<file path="src/rtl/simm_array_controller_if.sv">
// Bus bundle between device decode, the SIMM array controller and the SIMM pins.
// Decode/bench side is the master; the controller is the slave.
interface simm_array_controller_if #(
  parameter int SLOTS     = 2,
  parameter int SLOT_BITS = 1,
  parameter int ROW_BITS  = 12
);
  logic                   cs;
  logic                   read;
  logic                   write;
  logic [SLOT_BITS-1:0]   slot;
  logic                   side;
  logic [ROW_BITS-1:0]    row;
  logic [3:0]             byte_selects;
  logic [2*SLOTS-1:0]     ras;
  logic [3:0]             cas;
  logic                   mux_select;
  logic                   waitstate;
  logic                   refresh_busy;

  modport master (
    output cs, read, write, slot, side, row, byte_selects,
    input  ras, cas, mux_select, waitstate, refresh_busy
  );

  modport slave (
    input  cs, read, write, slot, side, row, byte_selects,
    output ras, cas, mux_select, waitstate, refresh_busy
  );
endinterface

</file>
<file path="src/rtl/simm_array_controller.sv">
// FPM DRAM controller for SLOTS SIMM slots (two RAS sides each) with
// CAS-before-RAS refresh, programmable precharge / CAS wait and abort on
// bus-cycle withdrawal. Outputs are registered: each state's actions become
// visible on the edge taken while in that state.
// Optional macro SIMM_PAGE_MODE_EN: keep the page open after an access and
// serve same slot/side/row accesses straight from CAS.
module simm_array_controller #(
  parameter int SLOTS       = 2,
  parameter int SLOT_BITS   = 1,
  parameter int ROW_BITS    = 12,
  parameter int REFRESH_DIV = 250,
  parameter int CAS_WAIT    = 1,
  parameter int TRP         = 2
) (
  input  logic                    clock,
  input  logic                    n_reset,
  simm_array_controller_if.slave  bus
);
  localparam int NRAS = 2 * SLOTS;
  localparam int RCW  = (REFRESH_DIV > 1) ? $clog2(REFRESH_DIV) : 1;

  typedef enum logic [3:0] {
    S_IDLE, S_ROW, S_MUX, S_CAS, S_DONE, S_PRE,
    S_REF_CAS, S_REF_RAS1, S_REF_RAS2
`ifdef SIMM_PAGE_MODE_EN
    , S_OPEN
`endif
  } state_t;

  state_t                r_state;
  logic [NRAS-1:0]       r_ras;
  logic [3:0]            r_cas;
  logic                  r_mux;
  logic                  r_wait;
  logic                  r_busy;
  logic [1:0]            r_pending;
  logic [2:0]            r_cnt;
  logic [RCW-1:0]        r_ref_cnt;
  logic [SLOT_BITS-1:0]  r_slot;
  logic                  r_side;
  logic                  r_rd;

  logic                  w_req;
  logic                  w_tick;
  logic                  w_inc;
  logic                  w_ref_go;
  logic                  w_close;
  logic                  w_lane_ok;
  logic [NRAS-1:0]       w_ras_sel;

`ifdef SIMM_PAGE_MODE_EN
  logic [ROW_BITS-1:0]   r_row;
  logic                  w_hit;
  assign w_hit = (bus.slot == r_slot) && (bus.side == r_side) && (bus.row == r_row);
`else
  logic                  w_unused_row;
  assign w_unused_row = ^bus.row;
`endif

  assign w_req    = bus.cs && (bus.read || bus.write);
  assign w_tick   = (r_ref_cnt == '0);
  assign w_inc    = w_tick && (r_pending != 2'd3);
  assign w_ref_go = (r_state == S_IDLE) && (r_pending != 2'd0);

  // One-hot RAS select from latched slot/side; out-of-range slots select nothing.
  always_comb begin
    w_ras_sel = '0;
    for (int i = 0; i < SLOTS; i++) begin
      if (r_slot == SLOT_BITS'(i)) begin
        w_ras_sel[2*i]   = !r_side;
        w_ras_sel[2*i+1] = r_side;
      end
    end
  end

  assign w_lane_ok = |w_ras_sel;

  // States that must drop everything and precharge this edge.
  always_comb begin
    w_close = 1'b0;
    case (r_state)
      S_ROW, S_MUX, S_CAS: w_close = !bus.cs;
`ifdef SIMM_PAGE_MODE_EN
      S_OPEN:              w_close = (r_pending != 2'd0) || (w_req && !w_hit);
`else
      S_DONE:              w_close = !bus.cs;
`endif
      default:             w_close = 1'b0;
    endcase
  end

  // Refresh interval down-counter, reloads on reaching zero.
  always_ff @(posedge clock) begin
    if (!n_reset)    r_ref_cnt <= RCW'(REFRESH_DIV - 1);
    else if (w_tick) r_ref_cnt <= RCW'(REFRESH_DIV - 1);
    else             r_ref_cnt <= r_ref_cnt - RCW'(1);
  end

  // Main sequencer: access, refresh and precharge, with registered pin outputs.
  always_ff @(posedge clock) begin
    if (!n_reset) begin
      r_state   <= S_IDLE;
      r_ras     <= '0;
      r_cas     <= '0;
      r_mux     <= 1'b0;
      r_wait    <= 1'b1;
      r_busy    <= 1'b0;
      r_pending <= 2'd0;
      r_cnt     <= 3'd0;
      r_slot    <= '0;
      r_side    <= 1'b0;
      r_rd      <= 1'b0;
`ifdef SIMM_PAGE_MODE_EN
      r_row     <= '0;
`endif
    end else begin
      if (w_inc && !w_ref_go)      r_pending <= r_pending + 2'd1;
      else if (!w_inc && w_ref_go) r_pending <= r_pending - 2'd1;

      if (w_close) begin
        r_ras   <= '0;
        r_cas   <= '0;
        r_mux   <= 1'b0;
        r_wait  <= 1'b1;
        r_cnt   <= 3'd0;
        r_state <= S_PRE;
      end else begin
        case (r_state)
          S_IDLE: begin
            r_ras  <= '0;
            r_cas  <= '0;
            r_mux  <= 1'b0;
            r_wait <= 1'b1;
            if (w_ref_go) begin
              r_busy  <= 1'b1;
              r_state <= S_REF_CAS;
            end else if (w_req) begin
              r_slot  <= bus.slot;
              r_side  <= bus.side;
              r_rd    <= bus.read;
`ifdef SIMM_PAGE_MODE_EN
              r_row   <= bus.row;
`endif
              r_state <= S_ROW;
            end
          end
          S_ROW: begin
            r_ras   <= w_ras_sel;
            r_mux   <= 1'b0;
            r_state <= S_MUX;
          end
          S_MUX: begin
            r_mux   <= 1'b1;
            r_cnt   <= 3'd0;
            r_state <= S_CAS;
          end
          S_CAS: begin
            r_cas <= w_lane_ok ? (r_rd ? 4'hF : bus.byte_selects) : 4'h0;
            r_cnt <= r_cnt + 3'd1;
            if (r_cnt == 3'(CAS_WAIT)) r_state <= S_DONE;
          end
          S_DONE: begin
            if (bus.cs) r_wait <= 1'b0;
`ifdef SIMM_PAGE_MODE_EN
            else begin
              // page stays open: RAS held, column mux kept, CAS released
              r_cas   <= '0;
              r_wait  <= 1'b1;
              r_state <= S_OPEN;
            end
`endif
          end
`ifdef SIMM_PAGE_MODE_EN
          S_OPEN: begin
            if (w_req) begin
              r_rd    <= bus.read;
              r_cnt   <= 3'd0;
              r_state <= S_CAS;
            end
          end
`endif
          S_PRE: begin
            r_ras  <= '0;
            r_cas  <= '0;
            r_mux  <= 1'b0;
            r_wait <= 1'b1;
            r_cnt  <= r_cnt + 3'd1;
            if (r_cnt == 3'(TRP - 1)) begin
              r_busy  <= 1'b0;
              r_state <= S_IDLE;
            end
          end
          S_REF_CAS: begin
            r_cas   <= 4'hF;
            r_state <= S_REF_RAS1;
          end
          S_REF_RAS1: begin
            r_ras   <= '1;
            r_state <= S_REF_RAS2;
          end
          S_REF_RAS2: begin
            r_cnt   <= 3'd0;
            r_state <= S_PRE;
          end
          default: r_state <= S_IDLE;
        endcase
      end
    end
  end

  assign bus.ras          = r_ras;
  assign bus.cas          = r_cas;
  assign bus.mux_select   = r_mux;
  assign bus.waitstate    = r_wait;
  assign bus.refresh_busy = r_busy;
endmodule
</file>
<file path="src/flat_wrapper.sv">
// flat-port wrapper written by rule: the top's interface ports become plain ports
module simm_array_controller_flat 
#(
  parameter int SLOTS       = 2,
  parameter int SLOT_BITS   = 1,
  parameter int ROW_BITS    = 12,
  parameter int REFRESH_DIV = 250,
  parameter int CAS_WAIT    = 1,
  parameter int TRP         = 2
)
  (clock, n_reset, bus_cs, bus_read, bus_write, bus_slot, bus_side, bus_row, bus_byte_selects, bus_ras, bus_cas, bus_mux_select, bus_waitstate, bus_refresh_busy);
  simm_array_controller_if #(.SLOTS(SLOTS), .SLOT_BITS(SLOT_BITS), .ROW_BITS(ROW_BITS)) bus_i ();
  input  logic clock;
  input  logic n_reset;
  input wire logic [$bits(bus_i.cs)-1:0] bus_cs;
  input wire logic [$bits(bus_i.read)-1:0] bus_read;
  input wire logic [$bits(bus_i.write)-1:0] bus_write;
  input wire logic [$bits(bus_i.slot)-1:0] bus_slot;
  input wire logic [$bits(bus_i.side)-1:0] bus_side;
  input wire logic [$bits(bus_i.row)-1:0] bus_row;
  input wire logic [$bits(bus_i.byte_selects)-1:0] bus_byte_selects;
  output wire logic [$bits(bus_i.ras)-1:0] bus_ras;
  output wire logic [$bits(bus_i.cas)-1:0] bus_cas;
  output wire logic [$bits(bus_i.mux_select)-1:0] bus_mux_select;
  output wire logic [$bits(bus_i.waitstate)-1:0] bus_waitstate;
  output wire logic [$bits(bus_i.refresh_busy)-1:0] bus_refresh_busy;
  assign bus_i.cs = bus_cs;
  assign bus_i.read = bus_read;
  assign bus_i.write = bus_write;
  assign bus_i.slot = bus_slot;
  assign bus_i.side = bus_side;
  assign bus_i.row = bus_row;
  assign bus_i.byte_selects = bus_byte_selects;
  assign bus_ras = bus_i.ras;
  assign bus_cas = bus_i.cas;
  assign bus_mux_select = bus_i.mux_select;
  assign bus_waitstate = bus_i.waitstate;
  assign bus_refresh_busy = bus_i.refresh_busy;
  simm_array_controller #(.SLOTS(SLOTS), .SLOT_BITS(SLOT_BITS), .ROW_BITS(ROW_BITS), .REFRESH_DIV(REFRESH_DIV), .CAS_WAIT(CAS_WAIT), .TRP(TRP)) u_core (.clock(clock), .n_reset(n_reset), .bus(bus_i));
endmodule
</file>
<file path="config.mk">
export PLATFORM = sky130hd
export DESIGN_NAME = simm_array_controller_flat
export DESIGN_NICKNAME = d
export VERILOG_FILES = /design/src/rtl/simm_array_controller_if.sv /design/src/rtl/simm_array_controller.sv /design/src/flat_wrapper.sv
export SDC_FILE = /design/constraint.sdc
export NUM_CORES = 1
export LEC_CHECK = 0
export CORE_MARGIN = 4
export CORE_UTILIZATION = 53
export CTS_CLUSTER_DIAMETER = 200
export DETAILED_ROUTE_END_ITERATION = 7
export GPL_TIMING_DRIVEN = 0
export PLACE_DENSITY = 0.87
export SLEW_MARGIN = 25
export SYNTH_ARGS = -nofsm -noshare
export SYNTH_HDL_FRONTEND = slang
export SYNTH_SLANG_ARGS = --single-unit
</file>
<file path="constraint.sdc">
create_clock -name clock -period 5.5 [get_ports clock]
set_clock_uncertainty 0.15 [all_clocks]
set_input_delay 0.825 -clock clock [delete_from_list [all_inputs] [get_ports clock]]
set_output_delay 0.825 -clock clock [all_outputs]
set_load 0.1 [all_outputs]
</file>
==> results of run 1 <==
[metal layers]
layer  vias up  part of all wire, %
met3        11                  8.5
met4         0                  2.2
li1        688                    -
met1       677                   40
met2        53                   50
met5         -                    0
[per-stage QoR]
step | setup slack [ps] | total power (W)
final | 2668 | 0.0009177
after detailed placement | 2875 | 0.0007681
after CTS | 2654 | 0.0009205
after global routing | 2620 | 0.0009843
after floorplan | 3237 | 0.0006650
after global placement | 2904 | 0.0007444
[flip-flops by register name, indices dropped and copies added, names as in the netlist]
name,cells
u_core.r_pending,2
u_core.bus.waitstate,1
u_core.r_state,4
u_core.bus.ras,4
u_core.bus.cas,4
u_core.bus.refresh_busy,1
u_core.bus.mux_select,1
u_core.r_slot,1
u_core.r_side,1
u_core.r_ref_cnt,8
u_core.r_cnt,3
u_core.r_rd,1
[worst max path at each step]
stage | slack (ps) | to | start | cells after the start
global route | 2620 | bus_waitstate | u_core.bus.waitstate$_SDFFE_PP1P_ | 1
finish | 2670 | bus_waitstate | u_core.bus.waitstate$_SDFFE_PP1P_ | 1
global placement | 2900 | u_core.r_state[2]$_SDFFE_PN0P_ | bus_cs | 5
CTS | 2650 | bus_waitstate | u_core.bus.waitstate$_SDFFE_PP1P_ | 1
detailed placement | 2880 | u_core.r_state[2]$_SDFFE_PN0P_ | bus_cs | 5
floorplan | 3240 | u_core.r_pending[1]$_SDFFE_PN0P_ | u_core.r_ref_cnt[0]$_SDFF_PP1_ | 8
[synth_stat cells, drive strengths merged]
master,count
o311ai,2
buf,4
o31ai,1
nand2b,3
and2b,2
nor3,2
nor2b,3
a21boi,5
a2111oi,1
o21ai,11
and2,2
nor3b,2
o21bai,1
or3,6
dfxtp,31
a211o,2
or4b,1
nand4,3
nand3,7
nand2,23
or2,1
o211ai,1
or3b,1
a21oi,14
o21a,1
nand4b,2
o31a,1
inv,4
xnor2,7
ha,4
clkbuf,3
nor2,15
a31oi,4
xor2,6
and3,1
a211oi,1
nor4,1
[area by class of cell]
class / count / area share, %
Sequential cell: 31 / 33.45
Tap cell: 31 / 2.090
Multi-Input combinational cell: 137 / 46.46
Timing Repair Buffer: 21 / 11.33
Inverter: 4 / 0.8092
Clock buffer: 8 / 3.709
Buffer: 7 / 2.158
[power by group through the flow]
stage	sequential [W]	combinational [W]	clock [W]
5_1_grt	0.000316	0.000503	0.000165
3_5_place_dp	0.000313	0.000455	0
2_1_floorplan	0.000388	0.000277	0
4_1_cts	0.000308	0.000458	0.000154
3_3_place_gp	0.000310	0.000434	0
6_report	0.000309	0.000459	0.000150
[cell families (layout without fill, tap and decap cells)]
| kind of cell | count (synthesis) | count (layout) |
|---|---|---|
| buf+inv | 11 | 40 |
| flops | 31 | 31 |
| compound gates | 45 | 45 |
| simple gates | 75 | 75 |
| fa+ha+maj | 4 | 4 |
| xor+xnor | 13 | 13 |
[worst register-to-register path: stages (launching register included)]
cell	delay, ps
sky130_fd_sc_hd__dfxtp_1	330
sky130_fd_sc_hd__inv_1	60
sky130_fd_sc_hd__ha_1	180
sky130_fd_sc_hd__nand2_1	100
sky130_fd_sc_hd__or3_1	390
sky130_fd_sc_hd__a2111oi_0	370
sky130_fd_sc_hd__ha_1	340
sky130_fd_sc_hd__or3_1	350
sky130_fd_sc_hd__a21boi_0	160
==> metrics.txt, run 1 <==
outcome complete, no violations; Least-Margin Pin Slew 979.5 ps; most frequent cells in the layout sky130_fd_sc_hd__dfxtp_1, sky130_fd_sc_hd__nand2_1, sky130_fd_sc_hd__clkdlybuf4s50_1, sky130_fd_sc_hd__nor2_1, sky130_fd_sc_hd__a21oi_1; cell breakdown of the critical path clkdlybuf4s50_1; critical path arrival 1860 ps; final number of hold-violating endpoints 0; area grow syn2layout 20.67%; sequential area share after synthesis 40.36%; CP top delay family buffers and inverters; DPL Wire Length 2666 um; maximum number of pins on one net before global-route repair 11; most frequent standard cell in the layout excluding fill and tap cells sky130_fd_sc_hd__dfxtp_1; met2 Usage GRT 36.17%; number of library cell types mapped by synthesis 45; Boundary Pins 34; clock group share of total power 16.4%; worst vdd ir 0.4222 mV; CTS tree done; switch share 44.14%; Worst Setup Path Type register to primary output; Die Width 61.87 um; global router's overall resource usage 21.32%; sum of negative setup slack 0 ps; power density over cell area 494.6 nW/um2; cell count after synthesis 179; startpoint of the lowest-slack register-to-register path u_core.r_ref_cnt[0]$_SDFF_PP1_; multiplexer share of the synthesized area 0%; max-cap viol count 0; R2R Setup Slk 3000 ps; final cell area excluding filler cells 1856 um2; post-synthesis average cell area 8.591 um2; global routing's busiest layer met2; complex-gate fraction of the synthesized area 18.06%; final non-filler cell total 239; post-synthesis register bit count 31; IO Port Bufs 21; Chip Height 61.87 um; area of the placeable core 2758 um2; Inserted Clock Buffers 5; shortest period the worst path allows 2832 ps; RePlAce Congestion 0.9097; remaining global-route overflow 0; met1 layer usage reported by global route 23.36%; biggest area consumer among synthesized cells sky130_fd_sc_hd__dfxtp_1; number of antenna violations at the first check in global routing 0; vias in the first global route 1410; number of post-CTS setup repair buffers 0; number of search-and-repair iterations in the first detailed-routing pass 4; max incr delay on CP 1150 ps; Final Hold Slack 259.2 ps; Max Freq 0.3532 GHz; normalized max-slew margin 34.50%; GR met3 Demand/Resource 7.851%; sink of the worst hold path u_core.r_ref_cnt[0]$_SDFF_PP1_; syn nets 206; mean number of vias per cell 5.979; Crit path required time 4530 ps; xor/xnor share of the synthesized area 7.893%; number of placement rows 19; buffers and inverters on the worst path 1; diode count 0; Synth top area share 40.36%; HP Start u_core.r_ref_cnt[0]$_SDFF_PP1_; global-route wire length before repair 5927 um; quantity of hold-fixing buffers added after cts 0; final standard cell utilization of the core 67.29%; Cell Count Post-Placement 231; number of H-tree branching levels 2; unrepaired setup endpoints after global routing no; combinational family with the most area after synthesis simple AND/OR/NAND/NOR gates; placement-stage cell area 1787 um2; Routed Antenna Nets 0; clock latency on the worst-skew pair 340 ps; sequential cell area 620.6 um2; library cell used as clock root buffer sky130_fd_sc_hd__clkbuf_4; combinational share of power 50.0%; category of the worst setup path capture point primary output; clock-pin slew of the registers on the worst-case setup and hold paths 90 ps; DRC violation count after routing 0; buffer levels on the longest clock path 2; worst reg2reg endpoint u_core.r_pending[1]$_SDFFE_PN0P_; Initial Util 55.76%; routed wire length 3523 um; share of layout cells above drive strength 1 9.135%; share of power burned in registers 33.6%; Startpoint Class register; synthesized-area fraction occupied by adder cells 3.255%; Leakage Power 0.6782 nW; hold depth 1; reg2reg path depth 8; multi-input combinational cell area 862.1 um2; Final Cycle Share 51.48%; Syn Std Cell Area 1538 um2; wire length per cell 14.74 um; post_cts resized 0; simple-gate share of the synthesized area 26.85%; number of DRC markers after the initial detailed-route iteration 73; TritonCTS Sinks 31; Hold WC Path Type register to register; Finish-stage setup viols 0; cell type of the slowest stage on the worst timing path sky130_fd_sc_hd__clkdlybuf4s50_1; ranking of synthesized cells by area sky130_fd_sc_hd__dfxtp_1, sky130_fd_sc_hd__nand2_1, sky130_fd_sc_hd__a21oi_1, sky130_fd_sc_hd__o21ai_0, sky130_fd_sc_hd__nor2_1; max-slew violation count 0; design internal power 0.0005126 W; die area 3827 um2; Psw 0.0004051 W; number of fillers in the final layout 224; routed vias 1429; final net count 234; CP Max Fanout 3; warnings from Yosys 0
No activity file was read; power rests on OpenSTA's default activity.
==> run 2: changes to the inputs <==
- CORE_UTILIZATION: 53 -> 49
- PLACE_DENSITY: 0.87 -> 0.82
- clock period: 5.5 -> 2.7 ns (I/O delays scaled with it)
==> run 2 against run 1 <==
Via count shrank 5.1%; hold slack lost 4.9 ps; first-iteration DRC count shrank 40%; clock-buffer cell count shrank 2; die area grew 7.1%; clock power grew to 2.6 times the previous value; sequential power grew 100%; routed wire length shrank 9.5%; register-to-register slack lost 2800 ps; cell count grew 5.4%; flip-flop and latch count is the same; critical path type is now register to register.
==> metrics.txt, run 2 (synthesis results as in run 1) <==
outcome complete, no violations; Crit path required time 2820 ps (-1710 ps); IO Port Bufs 21 (unchanged); number of post-CTS setup repair buffers 0 (unchanged); shortest period the worst path allows 2460 ps; mean number of vias per cell 5.381 (-10%); clock-pin slew of the registers on the worst-case setup and hold paths 100 ps (about the same); routed vias 1356 (-5.1%); power density over cell area 1019 nW/um2 (+110%); global-route wire length before repair 5664 um (-4.4%); most frequent standard cell in the layout excluding fill and tap cells sky130_fd_sc_hd__dfxtp_1; normalized max-slew margin 35.06% (+0.56 points); library cell used as clock root buffer sky130_fd_sc_hd__clkbuf_4; Worst Setup Path Type register to register; number of search-and-repair iterations in the first detailed-routing pass 4 (unchanged); number of placement rows 20 (+1); Max Freq 0.4065 GHz; category of the worst setup path capture point register; Hold WC Path Type register to register; Startpoint Class register; Die Width 64.02 um (+3.5%); most frequent cells in the layout sky130_fd_sc_hd__dfxtp_1, sky130_fd_sc_hd__nand2_1, sky130_fd_sc_hd__clkdlybuf4s50_1, sky130_fd_sc_hd__nor2_1, sky130_fd_sc_hd__a21oi_1; DPL Wire Length 2295 um (-14%); wire length per cell 12.65 um (-14%); Initial Util 50.79% (-5.0 points); vias in the first global route 1288 (-8.7%); share of layout cells above drive strength 1 9.615% (+0.48 points); area of the placeable core 3028 um2 (+9.8%); worst vdd ir 0.7430 mV (+76%); Chip Height 64.02 um (+3.5%); final number of hold-violating endpoints 0 (unchanged); number of DRC markers after the initial detailed-route iteration 44 (-40%); register with the most flip-flops u_core.r_ref_cnt; remaining global-route overflow 0 (unchanged); die area 4099 um2 (+7.1%); CTS tree done; quantity of hold-fixing buffers added after cts 0 (unchanged); number of H-tree branching levels 2 (unchanged); critical path arrival 2580 ps (+720 ps); TritonCTS Sinks 31 (unchanged); Setup WS pre-CTS 242.2 ps (-2633 ps); post_cts resized 0 (unchanged); max incr delay on CP 390 ps (-760 ps); Boundary Pins 34 (unchanged); Least-Margin Pin Slew 971.1 ps (-8.382 ps); Leakage Power 0.6878 nW (+1.4%); buffer levels on the longest clock path 2 (unchanged); unrepaired setup endpoints after global routing no; RePlAce Congestion 0.9205 (+1.2%); diode count 0 (unchanged); multi-input combinational cell area 862.1 um2 (unchanged); final setup slack of the worst path 240.2 ps (-2428 ps); Finish-stage setup viols 0 (unchanged); Final Cycle Share 91.10%; sequential cell area 620.6 um2 (unchanged); number of fillers in the final layout 280 (+25%); sum of negative setup slack 0 ps (unchanged); maximum number of pins on one net before global-route repair 11 (unchanged); global router's overall resource usage 17.55% (-3.8 points); final net count 234 (unchanged); Inserted Clock Buffers 5 (unchanged); routed wire length 3189 um (-9.5%); area grow syn2layout 22.86%; clock latency on the worst-skew pair 330 ps (about the same); final non-filler cell total 252 (+5.4%); max-slew violation count 0 (unchanged); CP Max Fanout 4 (+1); number of antenna violations at the first check in global routing 0 (unchanged); cell type of the slowest stage on the worst timing path sky130_fd_sc_hd__or3_1; max reg flops 8 (unchanged); Routed Antenna Nets 0 (unchanged); DRC violation count after routing 0 (unchanged); Cell Count Post-Placement 244 (+5.6%); cell breakdown of the critical path inv_1 -> ha_1 -> nand2_1 -> or3_1 -> a2111oi_0 -> ha_1 -> or3_1 -> a21boi_0; max-cap viol count 0 (unchanged)
## run 2: layer usage
layer	track usage, %	wire (um)	vias to the layer above
met4	6.469	45	0
met1	21.44	1529	623
met3	5.272	190	6
met2	28.90	1423	39
met5	0	0	-
li1	-	-	688
## run 2: critical path: cells and delay by family, from the launching register on
kind / cells / cell delay, ps
buffers and inverters: 1 / 50
adders and majority gates: 2 / 510
DFF: 1 / 330
AOI/OAI and AO/OA: 2 / 520
and+or+nand+nor: 3 / 840
## run 2: layout make-up
class | count | share of cell area (%)
Clock inverter | 2 | 1.854
Tap cell | 44 | 2.914
Timing Repair Buffer | 21 | 11.13
Inverter | 4 | 0.7947
Clock buffer | 6 | 2.715
Sequential cell | 31 | 32.85
Buffer | 7 | 2.119
Multi-Input combinational cell | 137 | 45.63
## run 2: path summary, 6_finish.rpt
check	start	to	slack [ps]	depth (start not counted)
worst max-delay path	u_core.r_ref_cnt[0]$_SDFF_PP1_	u_core.r_pending[1]$_SDFFE_PN0P_	240	8
worst min-delay path	u_core.r_ref_cnt[0]$_SDFF_PP1_	u_core.r_ref_cnt[0]$_SDFF_PP1_	250	1
worst max register to register	u_core.r_ref_cnt[0]$_SDFF_PP1_	u_core.r_pending[1]$_SDFFE_PN0P_	240	8
worst min register to register	u_core.r_ref_cnt[0]$_SDFF_PP1_	u_core.r_ref_cnt[0]$_SDFF_PP1_	250	1
## run 2: stage by stage
stage / cell area, um2 / power (W) / hold slack, ps / util [%]
final: 1889 / 0.001925 / 254.2 / 62.40
after global routing: 1889 / 0.002062 / 297.3 / 62.40
after CTS: 1889 / 0.001933 / 258.2 / 62.40
after detailed placement: 1803 / 0.001547 / 238.2 / 59.55
after global placement: 1803 / 0.001528 / 232.3 / 59.55
after floorplan: 1538 / 0.001355 / 220.4 / -
## run 2: report_power, final
part | switching [W] | internal, W | leakage [nW] | total (W)
Combinational | 0.000565 | 0.000349 | 0.387 | 0.000914
Clock | 0.000164 | 0.000219 | 0.0482 | 0.000383
Sequential | 0.0000871 | 0.000541 | 0.252 | 0.000628
